## config.mk

```make
export PLATFORM = sky130hd
export DESIGN_NAME = load_unit_flat
export DESIGN_NICKNAME = d
export VERILOG_FILES = /design/src/rtl/isa_types.sv /design/src/rtl/load_unit_if.sv /design/src/rtl/load_unit_extract.sv /design/src/rtl/load_unit.sv /design/src/flat_wrapper.sv
export SDC_FILE = /design/constraint.sdc
export NUM_CORES = 1
export LEC_CHECK = 0
export CAP_MARGIN = 15
export CORE_AREA = 2 2 113 115
export DETAILED_ROUTE_END_ITERATION = 8
export DIE_AREA = 0 0 115 117
export GPL_TIMING_DRIVEN = 0
export PLACE_DENSITY = 0.82
export SETUP_SLACK_MARGIN = 0.3
export SLEW_MARGIN = 20
export SYNTH_ARGS = -nofsm -noshare
export SYNTH_HDL_FRONTEND = slang
export SYNTH_SLANG_ARGS = --single-unit
```

## constraint.sdc

```tcl
create_clock -name clock -period 2.75 [get_ports clock]
set_clock_uncertainty 0.2 [all_clocks]
set_input_delay 0.825 -clock clock [delete_from_list [all_inputs] [get_ports clock]]
set_output_delay 0.825 -clock clock [all_outputs]
set_load 0.02 [all_outputs]
```

## src/rtl/isa_types.sv

```systemverilog
// isa_types: XLEN, load width encodings and load-decoding helpers shared by the load path.
package isa_types;
  localparam int XLEN = 32;
  typedef enum logic [2:0] {
    LB  = 3'b000,
    LH  = 3'b001,
    LW  = 3'b010,
    LBU = 3'b100,
    LHU = 3'b101
  } load_width_t;
  function automatic logic legal_load(input logic [2:0] f);
    return f inside {LB, LH, LW, LBU, LHU};
  endfunction
  // sz is funct3[1:0]: 00 byte, 01 half, 10 word
  function automatic logic crosses_word(input logic [1:0] off, input logic [1:0] sz);
    return ({1'b0, off} + (sz[1] ? 3'd4 : sz[0] ? 3'd2 : 3'd1)) > 3'd4;
  endfunction
endpackage

```

## src/rtl/load_unit_if.sv

```systemverilog
// load_unit_if: request/response and memory read signals of the load stage.
interface load_unit_if;
  import isa_types::*;
  logic            enable;
  logic [XLEN-1:0] addr;
  logic [2:0]      funct3;
  logic [XLEN-1:0] mem_addr;
  logic            mem_read_enable;
  logic [XLEN-1:0] mem_rdata;
  logic            is_complete;
  logic [XLEN-1:0] load_val;
  logic            load_fault;
  modport slave (
    input  enable, addr, funct3, mem_rdata,
    output mem_addr, mem_read_enable, is_complete, load_val, load_fault
  );
  modport master (
    output enable, addr, funct3, mem_rdata,
    input  mem_addr, mem_read_enable, is_complete, load_val, load_fault
  );
endinterface

```

## src/rtl/load_unit_extract.sv

```systemverilog
// load_extract: selects the addressed bytes from a two-word window and sign/zero extends them.
module load_extract import isa_types::*; (
  input  logic [63:0]     pair,
  input  logic [1:0]      offset,
  input  logic [2:0]      funct3,
  output logic [XLEN-1:0] value
);
  logic [31:0] w;
  assign w = 32'(pair >> {offset, 3'b000});
  always_comb
    value = funct3 == LB  ? {{(XLEN-8){w[7]}}, w[7:0]} :
            funct3 == LH  ? {{(XLEN-16){w[15]}}, w[15:0]} :
            funct3 == LBU ? XLEN'(w[7:0]) :
            funct3 == LHU ? XLEN'(w[15:0]) : XLEN'(w);
endmodule

```

## src/rtl/load_unit.sv

```systemverilog
// load_unit: multi-cycle load stage with fixed-latency memory reads.
// Define LOAD_UNIT_MISALIGNED_EN to service word-crossing loads with a second read.
module load_unit import isa_types::*; #(
  parameter int unsigned MEM_LATENCY = 1
) (
  input logic        clock,
  input logic        reset,
  load_unit_if.slave bus
);
  typedef enum logic [1:0] {IDLE, WAIT_LO, WAIT_HI, DONE} state_t;
  state_t          state_q, state_d;
  logic [3:0]      cnt_q, cnt_d;
  logic [XLEN-1:0] addr_q, addr_d, lo_q, lo_d, val_q, val_d, hi_sel, ext;
  logic [1:0]      off_q, off_d;
  logic [2:0]      f3_q, f3_d;
  logic            fault_q, fault_d, cap;
`ifdef LOAD_UNIT_MISALIGNED_EN
  logic [XLEN-1:0] hi_q, hi_d;
  assign hi_sel = state_q == WAIT_HI ? bus.mem_rdata : hi_q;
`else
  assign hi_sel = '0;
`endif
  assign cap = cnt_q == 4'd1;
  load_extract u_extract (
    .pair  ({hi_sel, state_q == WAIT_LO ? bus.mem_rdata : lo_q}),
    .offset(off_q),
    .funct3(f3_q),
    .value (ext)
  );
  always_comb begin
    state_d = state_q;
    cnt_d   = cnt_q;
    addr_d  = addr_q;
    lo_d    = lo_q;
    val_d   = val_q;
    off_d   = off_q;
    f3_d    = f3_q;
    fault_d = fault_q;
`ifdef LOAD_UNIT_MISALIGNED_EN
    hi_d    = hi_q;
`endif
    case (state_q)
      IDLE: if (bus.enable) begin
        off_d = bus.addr[1:0];
        f3_d  = bus.funct3;
        if (legal_load(bus.funct3)) begin
          state_d = WAIT_LO;
          addr_d  = {bus.addr[XLEN-1:2], 2'b00};
          cnt_d   = 4'(MEM_LATENCY);
          fault_d = 1'b0;
        end else begin
          state_d = DONE;
          fault_d = 1'b1;
          val_d   = '0;
        end
      end
      WAIT_LO: if (!bus.enable) begin
        state_d = IDLE;
        cnt_d   = '0;
        lo_d    = '0;
      end else begin
        cnt_d = cnt_q - 4'd1;
        if (cap) begin
          lo_d = bus.mem_rdata;
          if (crosses_word(off_q, f3_q[1:0])) begin
`ifdef LOAD_UNIT_MISALIGNED_EN
            // one turnaround cycle before the second read so crossing costs 2*L+2
            state_d = WAIT_HI;
            addr_d  = addr_q + XLEN'(4);
            cnt_d   = 4'(MEM_LATENCY + 1);
`else
            state_d = DONE;
            fault_d = 1'b1;
            val_d   = '0;
`endif
          end else begin
            state_d = DONE;
            val_d   = ext;
          end
        end
      end
`ifdef LOAD_UNIT_MISALIGNED_EN
      WAIT_HI: if (!bus.enable) begin
        state_d = IDLE;
        cnt_d   = '0;
        lo_d    = '0;
        hi_d    = '0;
      end else begin
        cnt_d = cnt_q - 4'd1;
        if (cap) begin
          hi_d    = bus.mem_rdata;
          state_d = DONE;
          val_d   = ext;
        end
      end
`endif
      DONE: if (!bus.enable) state_d = IDLE;
      default: state_d = IDLE;
    endcase
  end
  always_ff @(posedge clock)
    if (reset) begin
      state_q <= IDLE;
      cnt_q   <= '0;
      addr_q  <= '0;
      lo_q    <= '0;
      val_q   <= '0;
      off_q   <= '0;
      f3_q    <= '0;
      fault_q <= 1'b0;
`ifdef LOAD_UNIT_MISALIGNED_EN
      hi_q    <= '0;
`endif
    end else begin
      state_q <= state_d;
      cnt_q   <= cnt_d;
      addr_q  <= addr_d;
      lo_q    <= lo_d;
      val_q   <= val_d;
      off_q   <= off_d;
      f3_q    <= f3_d;
      fault_q <= fault_d;
`ifdef LOAD_UNIT_MISALIGNED_EN
      hi_q    <= hi_d;
`endif
    end
  assign bus.mem_read_enable = state_q == WAIT_LO || state_q == WAIT_HI;
  assign bus.mem_addr        = bus.mem_read_enable ? addr_q : '0;
  assign bus.is_complete     = state_q == DONE;
  assign bus.load_fault      = bus.is_complete & fault_q;
  assign bus.load_val        = val_q;
endmodule

```

## src/flat_wrapper.sv

```systemverilog
// flat-port wrapper written by rule: the top's interface ports become plain ports
module load_unit_flat import isa_types::*;
#(
  parameter int unsigned MEM_LATENCY = 1
)
  (clock, reset, bus_enable, bus_addr, bus_funct3, bus_mem_rdata, bus_mem_addr, bus_mem_read_enable, bus_is_complete, bus_load_val, bus_load_fault);
  load_unit_if bus_i ();
  input logic clock;
  input logic reset;
  input wire logic [$bits(bus_i.enable)-1:0] bus_enable;
  input wire logic [$bits(bus_i.addr)-1:0] bus_addr;
  input wire logic [$bits(bus_i.funct3)-1:0] bus_funct3;
  input wire logic [$bits(bus_i.mem_rdata)-1:0] bus_mem_rdata;
  output wire logic [$bits(bus_i.mem_addr)-1:0] bus_mem_addr;
  output wire logic [$bits(bus_i.mem_read_enable)-1:0] bus_mem_read_enable;
  output wire logic [$bits(bus_i.is_complete)-1:0] bus_is_complete;
  output wire logic [$bits(bus_i.load_val)-1:0] bus_load_val;
  output wire logic [$bits(bus_i.load_fault)-1:0] bus_load_fault;
  assign bus_i.enable = bus_enable;
  assign bus_i.addr = bus_addr;
  assign bus_i.funct3 = bus_funct3;
  assign bus_i.mem_rdata = bus_mem_rdata;
  assign bus_mem_addr = bus_i.mem_addr;
  assign bus_mem_read_enable = bus_i.mem_read_enable;
  assign bus_is_complete = bus_i.is_complete;
  assign bus_load_val = bus_i.load_val;
  assign bus_load_fault = bus_i.load_fault;
  load_unit #(.MEM_LATENCY(MEM_LATENCY)) u_core (.clock(clock), .reset(reset), .bus(bus_i));
endmodule
```

==> results.txt <==
The flow ran to the end, and the final reports show no timing, DRC or antenna violations. CTS saw 106 sinks. The number of placed I/O pins came out at 137. The number of filler instances in the final layout came out at 946.

After synthesis, the share of flip-flops with an asynchronous set or reset is 0%. For this run, the post-layout net count is 851. The post-synthesis area per instance is 8.828 µm².

After layout, the minimum clock period comes to 2.699 ns. The power density over the cells is 558.2 nW/µm². The start of the worst register-to-register path is u_core.f3_q[0]$_SDFFE_PP0P_. The die span in x came out at 115 µm. The final routed wire length divided by cell count came out at 18.77 µm.

The final cycle utilization of the critical path came out at 98.13%. The via count of the first global-routing pass came out at 5,190. The port buffer count is 133. The maximum fanout along the worst path came out at 5. Setup violations remaining at the end of the flow were counted as 0. The end point of the worst hold path is u_core.addr_q[21]$_SDFFE_PP0P_.

Clock latency on the worst-skew pair, taken at its later pin, is 0.36 ns. The die covers 13,460 µm². The DRC marker count from the first detailed-route iteration came out at 625. The static leakage is 2.797 nW.

The largest voltage drop on the vdd net came out at 0.2831 mV. Timing would allow up to 370.6 MHz. The wire length of the first global-routing pass came out at 25.85 mm. The library cells used most frequently in the layout, excluding fill and tap cells, are sky130_fd_sc_hd__dfxtp_1, sky130_fd_sc_hd__nand2_1, sky130_fd_sc_hd__clkdlybuf4s50_1.

The share of the core filled with cells in the final layout came out at 63.36%. At the end of routability-driven placement, the weighted congestion stood at 0.8699. The remaining antenna violation count after routing is 0.

The total of hold buffers inserted after clock tree synthesis is 0. The sequential cell area fraction in the yosys report came out at 40.33%. The cell chosen for the clock root is sky130_fd_sc_hd__clkbuf_16. The cell area after placement is 6897 µm². The clock slew seen by the registers of the worst setup and hold paths came out at 0.07 ns. The global-route usage over all layers is 24.53%. The maximum number of pins on one net before global-route repair is 17.

The wire length after detailed routing came out at 17.44 mm. The endpoint of the worst-slack reg-to-reg timing path is u_core.bus.load_val[25]$_SDFFE_PP0P_. The count of maximum capacitance violations came out at 0.

TritonCTS built the clock tree. The max-slew headroom at the worst pin came out at 50.34%. The overall die height is 117 µm. The clock passes through at most 2 buffers. The netlist area before placement is 5261 µm². In this run the number of H-tree levels came out at 3. The worst hold path passes through 2 cells. Synthesis produced a netlist whose cell count is 596.

Counting flops with a built-in enable in the synthesized netlist gives 0. The effective utilization at floorplan came out at 42.73%. Of the cells placed in the final design, the portion with a size suffix greater than 1 is 26.19%. The final-report hold violation count came out at 0. The path class of the tightest hold or removal check is register to register. Data on the critical path arrives at its endpoint at 2.77 ns. Leaving out fill and tap cells, the most frequent cell in the layout is sky130_fd_sc_hd__dfxtp_1. The first-pass detailed-route iteration total came out at 7. Setup repair after global routing could not meet its margin everywhere. The row count came out at 41. Synthesis inferred 106 register bits. By startpoint and endpoint, the worst setup path is classified as register to register.

The overall via count from detail_route came out at 5,424. The most used flip-flop cell after synthesis is sky130_fd_sc_hd__dfxtp_1. The repair_antennas step left the layout with diodes totalling 0. The HPWL after detailed placement is 11.60 mm. The final-report max-slew violation count is 0.

The initial antenna violation count came out at 0. The number of warnings reported in the yosys synthesis log is 0. The count of unique library cells instantiated by Yosys came out at 53. The start point of the worst min-delay path is u_core.addr_q[21]$_SDFFE_PP0P_. Setup slack on the worst reg-to-reg path comes out at 0.05 ns.

The area growth from synthesis to final layout is 48.28%. The placeable core region came out at 12,310 µm². The number of buffers created by CTS came out at 9. The worst setup path is captured at a register. In the routed design, unresolved DRC markers number 0.

The average via count per standard cell came out at 5.839. The post-layout instance area is 7801 µm². The logic depth of the worst register-to-register path came out at 12. The type of origin of the critical path is a register.

Data on the critical path is required at its endpoint by 2.82 ns. The overall overflow remaining after global route came out at 0. The transition time at the pin with the least slew margin is 0.7449 ns.
registers in the layout, summed over array words and instances (netlist names):
| register | count |
|---|---|
| u_core.cnt_q | 4 |
| u_core.bus.load_val | 32 |
| u_core.fault_q | 1 |
| u_core.off_q | 2 |
| u_core.state_q | 2 |
| u_core.lo_q | 32 |
| u_core.f3_q | 3 |
| u_core.addr_q | 30 |
cell type report:
class	count	area (µm²)	area share (%)
Timing Repair Buffer	166	1680	21.54
Multi-Input combinational cell	421	3099	39.73
Tap cell	150	187.7	2.406
Sequential cell	106	2135	27.36
Buffer	50	317.8	4.074
Clock buffer	12	236.5	3.031
Inverter	20	92.59	1.187
Clock inverter	4	52.55	0.6736
worst max path at each step:
stage | start | to | slack [ns] | cells after the start
2_1_floorplan | u_core.f3_q[0]$_SDFFE_PP0P_ | u_core.bus.load_val[17]$_SDFFE_PP0P_ | 0.14 | 11
3_3_place_gp | bus_funct3[2] | u_core.bus.load_val[30]$_SDFFE_PP0P_ | -0.48 | 7
3_5_place_dp | bus_enable | u_core.cnt_q[3]$_SDFFE_PP0P_ | -0.51 | 6
4_1_cts | u_core.f3_q[0]$_SDFFE_PP0P_ | u_core.bus.load_val[25]$_SDFFE_PP0P_ | 0.10 | 12
5_1_grt | u_core.f3_q[0]$_SDFFE_PP0P_ | u_core.bus.load_val[25]$_SDFFE_PP0P_ | -0.04 | 12
6_report | u_core.f3_q[0]$_SDFFE_PP0P_ | u_core.bus.load_val[25]$_SDFFE_PP0P_ | 0.05 | 12
Yosys cell counts, types with 8 or more instances:
library cell	number	share of area [%]
sky130_fd_sc_hd__a22oi_1	42	6.0
sky130_fd_sc_hd__nor3_1	8	0.76
sky130_fd_sc_hd__nand2_1	98	7.0
sky130_fd_sc_hd__buf_2	8	0.76
sky130_fd_sc_hd__mux2i_1	39	7.4
sky130_fd_sc_hd__a21oi_1	61	5.8
sky130_fd_sc_hd__mux4_2	10	4.3
sky130_fd_sc_hd__o21ai_0	10	0.95
sky130_fd_sc_hd__clkbuf_1	33	2.4
sky130_fd_sc_hd__and2_1	33	3.9
sky130_fd_sc_hd__a221oi_2	9	2.6
sky130_fd_sc_hd__inv_1	19	1.4
sky130_fd_sc_hd__nor2_1	40	2.9
sky130_fd_sc_hd__dfxtp_1	106	40
metrics by stage:
| step | std cells | worst slack [ns] | setup TNS, ns | power (mW) | hold slack (ns) |
|---|---|---|---|---|---|
| 3_5_place_dp | 880 | -0.5058 | -30.40 | 2.701 | 0.2427 |
| 4_1_cts | 923 | 0.1027 | 0 | 4.190 | 0.2557 |
| 2_1_floorplan | 597 | 0.1356 | 0 | 2.340 | 0.2317 |
| 3_3_place_gp | 880 | -0.4750 | -22.39 | 2.665 | 0.2372 |
| 5_1_grt | 929 | -0.04250 | -0.09702 | 4.504 | 0.2736 |
| 6_report | 929 | 0.05141 | 0 | 4.355 | 0.2578 |
metal layers:
metal / global-route usage [%] / routed length (µm) / part of all wire (%) / vias up
li1: - / - / - / 2462
met5: 0 / 0 / 0 / -
met3: 4.325 / 1264 / 7.2 / 47
met1: 30.41 / 6974 / 40 / 2609
met2: 41.37 / 8677 / 50 / 306
met4: 12.21 / 522 / 3.0 / 0
cells by family (layout without fill, tap and decap cells):
family | Yosys count | in the layout | share of synthesized area (%)
xor+xnor | 1 | 1 | 0.1665
simple gates | 202 | 202 | 17.69
compound gates | 155 | 155 | 21.33
mux | 54 | 54 | 12.84
buf+inv | 70 | 252 | 5.755
fa+ha+maj | 7 | 7 | 1.807
flops | 106 | 106 | 40.33
other cells | 1 | 2 | 0.07128
what timing repair did:
action	in CTS	in global routing
gates resized for setup	261	51
pin swaps	30	19
cloned	5	0
buffers inserted	22	6
setup endpoints to repair	130	125
power by group:
part           total [mW]  internal, mW  leakage [nW]  switching, mW
sequential           1.65          1.60         0.861         0.0468
clock                1.30         0.708         0.129          0.593
combinational        1.41         0.663          1.81          0.743
worst max-delay path: stages, from the launching register on:
cell                        delay (ns)
sky130_fd_sc_hd__dfxtp_4          0.34
sky130_fd_sc_hd__or2_4            0.25
sky130_fd_sc_hd__clkbuf_16        0.16
sky130_fd_sc_hd__clkinv_8         0.04
sky130_fd_sc_hd__ha_4             0.11
sky130_fd_sc_hd__inv_2            0.03
sky130_fd_sc_hd__fa_1             0.51
sky130_fd_sc_hd__nand2b_1         0.10
sky130_fd_sc_hd__a21oi_4          0.18
sky130_fd_sc_hd__o311ai_4         0.13
sky130_fd_sc_hd__buf_6            0.17
sky130_fd_sc_hd__buf_6            0.13
sky130_fd_sc_hd__a221oi_2         0.26
Note: power is estimated with default switching activity, not from simulation.
